<file path="src/rtl/wb_stage_pkg.sv">
// rtl/wb_stage_pkg.sv - shared load-type encodings and register constants for the writeback stage
package wb_stage_pkg;
  localparam logic [2:0] LT_W  = 3'd0;
  localparam logic [2:0] LT_B  = 3'd1;
  localparam logic [2:0] LT_BU = 3'd2;
  localparam logic [2:0] LT_H  = 3'd3;
  localparam logic [2:0] LT_HU = 3'd4;
  localparam logic [4:0] REG_ZERO = 5'd0;
endpackage

</file>
<file path="src/rtl/wb_stage_load_ext.sv">
// rtl/wb_stage_load_ext.sv - big-endian byte/halfword select and extension of raw load data
module load_ext
  import wb_stage_pkg::*;
#(
  parameter int DW = 32
) (
  input  logic [DW-1:0] rdata,
  input  logic [1:0]    addr_lo,
  input  logic [2:0]    load_type,
  output logic [DW-1:0] data,
  output logic          misalign
);
  logic [7:0]  sel_byte;
  logic [15:0] sel_half;

  // Offset 0 is the most significant byte.
  always_comb begin
    sel_byte = 8'h00;
    case (addr_lo)
      2'd0: sel_byte = rdata[31:24];
      2'd1: sel_byte = rdata[23:16];
      2'd2: sel_byte = rdata[15:8];
      default: sel_byte = rdata[7:0];
    endcase
  end

  assign sel_half = addr_lo[1] ? rdata[15:0] : rdata[31:16];

  always_comb begin
    data     = '0;
    misalign = 1'b0;
    case (load_type)
      LT_W: begin
        data     = rdata;
        misalign = (addr_lo != 2'b00);
      end
      LT_B:  data = {{(DW-8){sel_byte[7]}}, sel_byte};
      LT_BU: data = {{(DW-8){1'b0}}, sel_byte};
      LT_H: begin
        data     = {{(DW-16){sel_half[15]}}, sel_half};
        misalign = addr_lo[0];
      end
      LT_HU: begin
        data     = {{(DW-16){1'b0}}, sel_half};
        misalign = addr_lo[0];
      end
      default: misalign = 1'b1;
    endcase
  end
endmodule

</file>
<file path="src/rtl/wb_stage.sv">
// rtl/wb_stage.sv - MEM/WB pipeline register, register-file write gating and retire counter
module wb_stage
  import wb_stage_pkg::*;
#(
  parameter int DW    = 32,
  parameter int CNT_W = 32
) (
  input  logic             clk,
  input  logic             rst_n,
  input  logic             stall,
  input  logic             flush,
  input  logic             mem_valid,
  input  logic             mem_reg_write,
  input  logic             mem_mem_to_reg,
  input  logic [2:0]       mem_load_type,
  input  logic [1:0]       mem_addr_lo,
  input  logic [DW-1:0]    mem_alu_result,
  input  logic [DW-1:0]    mem_rdata,
  input  logic [4:0]       mem_wreg,
  output logic             W_Enable,
  output logic [4:0]       W_Reg,
  output logic [DW-1:0]    W_data,
  output logic             misalign_err,
  output logic [CNT_W-1:0] retired_cnt
);
  logic          wb_valid;
  logic          wb_reg_write;
  logic          wb_mem_to_reg;
  logic [2:0]    wb_load_type;
  logic [1:0]    wb_addr_lo;
  logic [DW-1:0] wb_alu_result;
  logic [DW-1:0] wb_rdata;
  logic [4:0]    wb_wreg;
  logic [DW-1:0] ld_data;
  logic          ld_misalign;

  // An instruction leaves WB when the register advances or is flushed.
  always_ff @(posedge clk or negedge rst_n) begin
    if (!rst_n) begin
      wb_valid      <= 1'b0;
      wb_reg_write  <= 1'b0;
      wb_mem_to_reg <= 1'b0;
      wb_load_type  <= 3'd0;
      wb_addr_lo    <= 2'd0;
      wb_alu_result <= '0;
      wb_rdata      <= '0;
      wb_wreg       <= 5'd0;
      retired_cnt   <= '0;
    end else begin
      if (wb_valid && (!stall || flush))
        retired_cnt <= retired_cnt + CNT_W'(1);
      if (flush) begin
        wb_valid      <= 1'b0;
        wb_reg_write  <= 1'b0;
        wb_mem_to_reg <= 1'b0;
        wb_load_type  <= 3'd0;
        wb_addr_lo    <= 2'd0;
        wb_alu_result <= '0;
        wb_rdata      <= '0;
        wb_wreg       <= 5'd0;
      end else if (!stall) begin
        wb_valid      <= mem_valid;
        wb_reg_write  <= mem_reg_write;
        wb_mem_to_reg <= mem_mem_to_reg;
        wb_load_type  <= mem_load_type;
        wb_addr_lo    <= mem_addr_lo;
        wb_alu_result <= mem_alu_result;
        wb_rdata      <= mem_rdata;
        wb_wreg       <= mem_wreg;
      end
    end
  end

  load_ext #(.DW(DW)) u_load_ext (
    .rdata     (wb_rdata),
    .addr_lo   (wb_addr_lo),
    .load_type (wb_load_type),
    .data      (ld_data),
    .misalign  (ld_misalign)
  );

  assign misalign_err = wb_valid & wb_mem_to_reg & ld_misalign;
  assign W_data       = wb_mem_to_reg ? ld_data : wb_alu_result;
  assign W_Reg        = wb_wreg;
  // The register file does not guard $0, so writes to it are dropped here.
  assign W_Enable     = wb_valid & wb_reg_write & (wb_wreg != REG_ZERO) & ~misalign_err;
endmodule

</file>
<file path="config.mk">
export PLATFORM = sky130hd
export DESIGN_NAME = wb_stage
export DESIGN_NICKNAME = d
export VERILOG_FILES = /design/src/rtl/wb_stage_pkg.sv /design/src/rtl/wb_stage_load_ext.sv /design/src/rtl/wb_stage.sv
export SDC_FILE = /design/constraint.sdc
export NUM_CORES = 1
export LEC_CHECK = 0
export CAP_MARGIN = 25
export CORE_MARGIN = 4
export CORE_UTILIZATION = 60
export CTS_CLUSTER_SIZE = 25
export DETAILED_ROUTE_END_ITERATION = 7
export DONT_BUFFER_PORTS = 1
export PLACE_DENSITY = 0.75
export REMOVE_ABC_BUFFERS = 1
export SYNTH_ARGS = -nofsm -noshare
export SYNTH_HDL_FRONTEND = slang
export SYNTH_SLANG_ARGS = --single-unit
</file>
<file path="constraint.sdc">
create_clock -name clk -period 2.7 [get_ports clk]
set_input_delay 0.54 -clock clk [delete_from_list [all_inputs] [get_ports clk]]
set_output_delay 0.54 -clock clk [all_outputs]
set_load 0.05 [all_outputs]
</file>
# Yosys cells after proc, flatten, opt, wreduce, memory -nomap -nowiden
# Cells that the tools add are included.
dict set report word_totals {
  ff_bits 109
  latch_bits 0
  ramBits 0
  mem_bits_ro 0
  input_bits 81
  out_inout_bits 71
  memories 0
}
dict set report classes {
  add_sub_neg 1
  multipliers 0
  n_div 0
  n_lt_le_gt_ge 0
  n_eq_ne 7
  n_shift 0
  mux 21
  bitwise_logic 6
  reduce_logical 9
}
# operator count
set op_table {}
lappend op_table {{$mux W32} 5}
lappend op_table {{$pmux W32 S5} 1}
lappend op_table {{$add A32 B1 Y32 const B} 1}
lappend op_table {{$pmux W8 S3} 1}
lappend op_table {{$mux W16} 1}
lappend op_table {{$mux W5} 2}
lappend op_table {{$eq A3 B2 Y1 const B} 2}
lappend op_table {{$mux W1} 6}
lappend op_table {{$mux W3} 2}
lappend op_table {{$and A1 B1 Y1} 5}
lappend op_table {{$reduce_bool A5 Y1} 1}
lappend op_table {{$mux W2} 2}
lappend op_table {{$reduce_or A2 Y1} 2}
lappend op_table {{$eq A3 B1 Y1 const B} 1}
lappend op_table {{$eq A3 B3 Y1 const B} 1}
lappend op_table {{$logic_not A3 Y1} 1}
lappend op_table {{$pmux W1 S3} 1}
lappend op_table {{$eq A2 B1 Y1 const B} 1}
lappend op_table {{$eq A2 B2 Y1 const B} 1}
lappend op_table {{$logic_not A2 Y1} 1}
lappend op_table {{$ne A2 B1 Y1 const B} 1}
lappend op_table {{$reduce_bool A2 Y1} 1}
lappend op_table {{$logic_and A1 B1 Y1} 1}
lappend op_table {{$logic_not A1 Y1} 1}
lappend op_table {{other kinds (2)} 2}

# Longest topological paths before layout
# Gate-level depths: netlist of the first run.
dict set report logic_depth {
  word_depth 6
  ltp_mapped 6
}

# Modules after synthesis
# A second synthesis of the first run with hierarchy kept.
dict set report hier_totals {
  hier_cells 504
  hier_area_um2 5863.1
}
# module n_inst cells_per_inst area_each_um2 seq_area_each_um2
set by_module_without_submodules {}
lappend by_module_without_submodules {wb_stage 1 429 5094.9 2727.6}
lappend by_module_without_submodules {load_ext 1 75 768.2 0.0}

# Worst setup path after synthesis of the first run
# Ideal clock, no wire load.
dict set report synth_path {
  kind {reg-to-output}
  from {register wb_load_type[0]}
  to {output port W_data[6]}
  arrival_ps 2085
  setup_slack_ps 75
  stages_incl_launch_ff 6
  n_path_buf 1
  path_cell_list {dfrtp_1 clkbuf_1 a21oi_1 a21boi_1 a222oi_1 a21oi_1}
}
dict set report synth_via {
  elab_chain_len 3
}
# element line_no
set synth_lines {}
lappend synth_lines {{start: declaration} wb_stage.sv:29} ;# logic [2:0] wb_load_type;
lappend synth_lines {{start signal: assignment} wb_stage.sv:65} ;# wb_load_type <= mem_load_type;
lappend synth_lines {{$eq A3 B3 Y1, or another cell as far along} wb_stage_load_ext.sv:32} ;# case (load_type)
lappend synth_lines {{$pmux W32 S5 *} wb_stage_load_ext.sv:32}
lappend synth_lines {{$mux W32 *} wb_stage.sv:83} ;# assign W_data = wb_mem_to_reg ? ld_data : wb_alu_result;
lappend synth_lines {{end: declaration} wb_stage.sv:22} ;# output logic [DW-1:0] W_data,
# Every way passes the cells marked *; elsewhere a longest branch is shown, timed or not.

# Worst setup path in the final report of the first run
dict set report layout_path {
  from {register wb_addr_lo[1]}
  to {output port W_data[22]}
}
dict set report layout_via {
  elab_chain_len 4
}
# element line_no
set layout_lines {}
lappend layout_lines {{start: declaration} wb_stage.sv:30} ;# logic [1:0] wb_addr_lo;
lappend layout_lines {{start signal: assignment} wb_stage.sv:66} ;# wb_addr_lo <= mem_addr_lo;
lappend layout_lines {{$eq A2 B2 Y1, or another cell as far along} wb_stage_load_ext.sv:19} ;# case (addr_lo)
lappend layout_lines {{$pmux W8 S3} wb_stage_load_ext.sv:19}
lappend layout_lines {{$pmux W32 S5 *} wb_stage_load_ext.sv:32}
lappend layout_lines {{$mux W32 *} wb_stage.sv:83}
# Marks and branches as above.

==> run_results.csv, run 1 <==
group,metric,value,unit
outcome,status,"finished, violations left",
outcome,violations,"hold timing, setup timing",
clocking,cts_tree,"yes",
placement,gp_congestion,0.8122,
global_routing,track_usage,0.2757,
routing,drc_errors,0,
setup_path,cp_max_fo,16,
clocking,cts_root_buf,"clkbuf_8",
setup_path,cp_cell_sequence,"mux4_2 -> mux2i_4 -> nor4b_4 -> buf_12 -> a221o_1 -> buf_12",
routing,dr.first_iter.drc_count,299,
power_and_ir_drop,power_frac_seq,0.497,
die,die_y,104.6,µm
power_and_ir_drop,combPwrFrac,0.222,
global_routing,use_met2,0.4594,
layout,syn2layout_area_growth,24.47,%
global_routing,grt_max_degree,110,
layout,final_common_cell,"dfrtp_1",
synth,synth_top_cell_by_area,"dfrtp_1",
setup_path,cp-startpoint,"wb_addr_lo[1]",
placement,dp.cells,650,
layout,drive_above_1_share,0.2738,
clocking,cts_buffers,9,
setup_path,crit_type,"reg2out",
timing,hold_viol,109,
setup_path,reg2reg_from,"retired_cnt[11]",
synth,syn_area_per_cell,10.93,µm²
clocking,insertion_delay,0.38,ns
setup_path,cp.required,2.16,ns
power_and_ir_drop,peakVddDrop,492.1,µV
global_routing,grt_pass1_wl,24230,µm
global_routing,grt_pass1_vias,4631,
die,core_area,8891,µm²
layout,final_cell_mix,"dfrtp_1, nor2_1, mux2i_1, buf_4, a221o_1",
die,boundaryPins,152,
timing,slew_viol_final,0,
timing,finalSetupTns,-1.760,ns
hold_path,min_path_type,"in2async",
global_routing,overflow,0,
power_and_ir_drop,powerDensity,543.6,nW/µm²
global_routing,gr-usage-met3,0.08755,
clocking,cts.clk_slew.worst_paths,0.11,ns
placement,hpwlAfterDp,9885,µm
synth,ys_ff_latch,109,
timing,max_slew_margin,0.6013,
die,start_util,0.6292,
timing,rsz0062_at_grt,"yes",
layout,utilization,0.7831,
clocking,cts_htree_levels,3,
synth,ys_warn_count,0,
power_and_ir_drop,clockPowerShare,0.282,
die,rows,34,
clocking,clk_path_buf_depth,2,
setup_path,cpPeakStageDelay,0.57,ns
synth,syn-cell-area,5594,µm²
synth,synth_top_area_frac,0.4876,
timing,worst_pin_slew,0.5980,ns
power_and_ir_drop,p_int,0.002551,W
layout,fin_cells,696,
power_and_ir_drop,power.leakage,3.329,nW
synth,syn_inst,512,
setup_path,critPathSlowestCell,"mux4_2",
timing,post-route-period-util,1.040,
clocking,cts_sinks,109,
routing,ant_nets,0,
layout,reg.largest.list,"retired_cnt: 32 flops, wb_alu_result: 32 flops, wb_rdata: 32 flops",
synth,synth_edf_count,0,
routing,vias_per_cell,6.402,
timing,setup_viol_count_final,25,
routing,vias,4456,
global_routing,grt.busiest_layer,"met2",
power_and_ir_drop,netSwitchingPower,0.001234,W
die,die_area,10930,µm²
die,die_w,104.6,µm
routing,avgRoutedWirePerCell,22.12,µm
placement,port_buffers,0,
synth,yosysSeqAreaShare,0.4876,
layout,antenna_cells,0,
power_and_ir_drop,swShare,0.3260,
flow_run,drv_cap,0,
setup_path,worstPathArrival,2.27,ns
synth,synth.distinct_cells,51,
setup_path,crit_path_frequent_cell,"buf_12",
synth,synth.area.top_cells,"dfrtp_1, mux2i_1, nor2_1",
timing,max_freq,356.0,MHz
global_routing,antenna_found_initial,0,
routing,firstDrtPassIters,8,
routing,wl,15400,µm
timing,period_minus_slack,2.809,ns
timing,hold_slack,-0.1578,ns
timing,skew,0.01650,ns
synth,synth_ff_type,"dfrtp_1",
global_routing,use_met1,0.3508,
timing,fin_ws,-0.1088,ns
setup_path,startpoint_type,"flop",
setup_path,crit_path_end_kind,"output port",
layout,final_net_count,665,
synth,async_flop_share,1.000,
-- critical path, delay by kind of cell (launching register included) --
kind | cells | cell delay (ns)
AO/OA/AOI/OAI | 1 | 0.31
buffers and inverters | 2 | 0.31
flip-flops | 1 | 0.43
multiplexers | 2 | 0.76
AND/OR/NAND/NOR | 1 | 0.07
-- repair_timing --
action,4_1_cts,5_1_grt
pin swaps,5,12
gates cloned,0,1
hold endpoints to repair,109,109
gates resized for setup,11,39
buffers inserted,12,18
endpoints found under the setup margin,32,32
-- path summary, 6_finish.rpt --
kind,to,slack [ns],cells after the start
min reg2reg,wb_alu_result[20],0.54,2
max reg2reg,retired_cnt[29],0.62,4
max in group asynchronous,wb_addr_lo[1],2.64,0
max,W_data[22],-0.11,6
min,wb_alu_result[31],-0.16,0
min in group clk,W_Reg[2],0.21,1
-- layout make-up --
type | instances | area (µm²)
Sequential cell | 109 | 2733
Clock inverter | 7 | 86.33
Clock buffer | 9 | 123.9
Inverter | 6 | 26.28
Timing Repair Buffer | 97 | 1065
Tap cell | 108 | 135.1
Multi-Input combinational cell | 360 | 2794
Fill cell | 582 | 1928
-- per-layer routing --
metal	up-vias	part of all wire
met5	-	0
met4	0	0.020
met3	31	0.079
met2	187	0.50
met1	2242	0.40
li1	1996	-
-- synth_stat cells (5+ instances only) --
library cell	count
a221o_1	23
dfrtp_1	109
inv_1	5
clkbuf_1	23
xnor2_1	22
mux2i_1	78
nor3_1	5
nand3_1	15
a21oi_1	16
buf_1	7
o211ai_1	8
nor2_1	90
and3_1	5
xor2_1	10
nand2_1	11
buf_2	6
nor4_2	6
a222oi_1	7
nand4_1	10
mux2_2	15
-- logic make-up (layout without fill, tap and decap cells) --
| family | count (synthesis) | after routing | synth area share |
|---|---|---|---|
| compound gates | 67 | 67 | 0.09528 |
| xor+xnor | 32 | 32 | 0.05010 |
| fa+ha+maj | 1 | 1 | 0.002236 |
| buf+inv | 43 | 119 | 0.03154 |
| flops | 109 | 109 | 0.4876 |
| mux | 95 | 95 | 0.1758 |
| simple gates | 165 | 165 | 0.1575 |
-- power by group through the flow --
stage | clock network [W] | registers, W | logic, W
6_report | 0.00107 | 0.00188 | 0.000840
5_1_grt | 0.00116 | 0.00189 | 0.000886
4_1_cts | 0.00109 | 0.00188 | 0.000776
3_5_place_dp | 0 | 0.00191 | 0.000748
3_3_place_gp | 0 | 0.00190 | 0.000719
2_1_floorplan | 0 | 0.00198 | 0.000405
-- stage by stage --
step / hold WS, ns / setup WS, ns / total power (W) / instance area, µm²
6_report: -0.1578 / -0.1088 / 0.003785 / 6963
5_1_grt: -0.2012 / -0.1796 / 0.003939 / 6963
4_1_cts: -0.1767 / -0.1149 / 0.003739 / 6656
3_5_place_dp: 0.2475 / -0.08624 / 0.002657 / 6304
3_3_place_gp: 0.2471 / -0.02953 / 0.002621 / 6304
2_1_floorplan: 0.2444 / -0.06900 / 0.002390 / 5440
Power figures use the tool's default switching activity.
==> run 2, diff against run 1 <==
MAX_ROUTING_LAYER = met4   (was unset)
==> run_results.csv, run 2 (synthesized netlist as in run 1, its figures left out) <==
group,metric,value,unit
setup_path,reg2reg_from,"retired_cnt[11]",
clocking,clk_path_buf_depth,2,
timing,skew,0.01362,ns
power_and_ir_drop,fin_total_pwr,0.003779,W
global_routing,antenna_found_initial,0,
clocking,cts_sinks,109,
layout,syn2layout_area_growth,24.47,%
setup_path,crit_path_end_kind,"output port",
clocking,cts.clk_slew.worst_paths,0.11,ns
layout,final_common_cell,"dfrtp_1",
timing,max_freq,355.1,MHz
timing,worst_pin_slew,0.5955,ns
setup_path,cp-endpoint,"W_data[22]",
power_and_ir_drop,peakVddDrop,487.9,µV
layout,reg.largest.list,"retired_cnt: 32 flops, wb_alu_result: 32 flops, wb_rdata: 32 flops",
timing,hold_slack,-0.1570,ns
global_routing,grt_pass1_wl,24200,µm
die,die_area,10930,µm²
routing,vias_per_cell,6.514,
global_routing,grt_max_degree,110,
clocking,cts_root_buf,"clkbuf_8",
routing,dr.first_iter.drc_count,289,
clocking,insertion_delay,0.38,ns
setup_path,worstPathArrival,2.28,ns
routing,wl,15420,µm
routing,ant_nets,0,
setup_path,startpoint_type,"flop",
timing,slew_viol_final,0,
global_routing,grt_pass1_vias,4629,
layout,final_cell_mix,"dfrtp_1, nor2_1, mux2i_1, buf_4, a221o_1",
outcome,status,"finished, violations left",
layout,stdcell_area,6963,µm²
setup_path,r2r_end,"retired_cnt[29]",
routing,vias,4534,
die,die_w,104.6,µm
setup_path,cp.required,2.16,ns
hold_path,min_path_type,"in2async",
timing,post-route-period-util,1.043,
clocking,cts_tree,"yes",
routing,drc_errors,0,
clocking,cts_htree_levels,3,
timing,period_minus_slack,2.816,ns
timing,max_slew_margin,0.6030,
outcome,violations,"hold timing, setup timing",
timing,fin_ws,-0.1162,ns
layout,antenna_cells,0,
setup_path,r2r_slack,0.60,ns
layout,final_net_count,665,
layout,fin_cells,696,
die,start_util,0.6292,
placement,dp.cells,650,
placement,gp_congestion,0.8242,
die,core_area,8891,µm²
die,boundaryPins,152,
timing,rsz0062_at_grt,"yes",
power_and_ir_drop,powerDensity,542.7,nW/µm²
timing,setup_viol_count_final,25,
placement,hpwlAfterDp,9885,µm
layout,utilization,0.7831,
setup_path,crit_type,"reg2out",
flow_run,drv_cap,0,
timing,hold_viol,109,
power_and_ir_drop,power.leakage,3.329,nW
setup_path,reg2reg_depth,4,
die,rows,34,
routing,avgRoutedWirePerCell,22.15,µm
global_routing,track_usage,0.2837,
placement,placedInstanceArea,6304,µm²
global_routing,overflow,0,
layout,drive_above_1_share,0.2738,
placement,port_buffers,0,
routing,firstDrtPassIters,7,
setup_path,cp_max_fo,16,
setup_path,cp-startpoint,"wb_addr_lo[1]",
die,die_y,104.6,µm
clocking,cts_buffers,9,
==> run 2: cell counts in the layout (fill, tap and decap cells not counted) <==
No cell type changed its count.
==> run 2: where the power goes <==
| group | internal, W | switching [W] | total (W) |
|---|---|---|---|
| clock | 0.000452 | 0.000606 | 0.00106 |
| sequential | 0.00173 | 0.000151 | 0.00188 |
| combinational | 0.000369 | 0.000471 | 0.000840 |
==> run 2: area by class of cell <==
class / instances / area (µm²)
repair buffers: 97 / 1065
fillers: 582 / 1928
inverters: 6 / 26.28
clock buffers: 9 / 123.9
flip-flops and latches: 109 / 2733
well taps: 108 / 135.1
clock inverters: 7 / 86.33
multi-input cells: 360 / 2794
==> run 2: per-layer routing <==
layer	routed length [µm]	share of wire	track usage	vias up
met3	1183	0.077	0.08138	38
li1	-	-	-	2002
met2	7750	0.50	0.4599	209
met4	337	0.022	0.07028	0
met1	6144	0.40	0.3536	2285
met5	0	0	-	-
==> run 2: critical path, stage by stage, from the launching register on <==
cell and delay (ns):
dfrtp_2 0.43, mux4_2 0.57, mux2i_4 0.19, nor4b_4 0.07, buf_12 0.15, a221o_1 0.31, buf_12 0.16
==> run 2: metrics by stage <==
stage	worst slack (ns)	TNS [ns]	hold slack (ns)
2_1_floorplan	-0.06900	-1.104	0.2444
3_3_place_gp	-0.02953	-0.4500	0.2471
3_5_place_dp	-0.08624	-1.209	0.2475
4_1_cts	-0.1149	-2.034	-0.1767
5_1_grt	-0.1800	-4.068	-0.1972
6_report	-0.1162	-1.881	-0.1570
==> run 2: worst min path at each step <==
stage / from / to / slack, ns / cells after the start
6_report: rst_n / wb_alu_result[31] / -0.16 / 0
4_1_cts: rst_n / retired_cnt[29] / -0.18 / 0
3_5_place_dp: rst_n / wb_alu_result[9] / 0.25 / 0
5_1_grt: rst_n / wb_rdata[13] / -0.20 / 0
2_1_floorplan: rst_n / W_Reg[0] / 0.24 / 0
3_3_place_gp: rst_n / wb_alu_result[26] / 0.25 / 0
==> run 2: what timing repair did <==
item / in CTS / in global routing
pin swaps: 5 / 12
gates resized for setup: 11 / 39
setup endpoints to repair: 32 / 32
endpoints found under the hold margin: 109 / 109
setup buffers: 12 / 18
gates cloned: 0 / 1
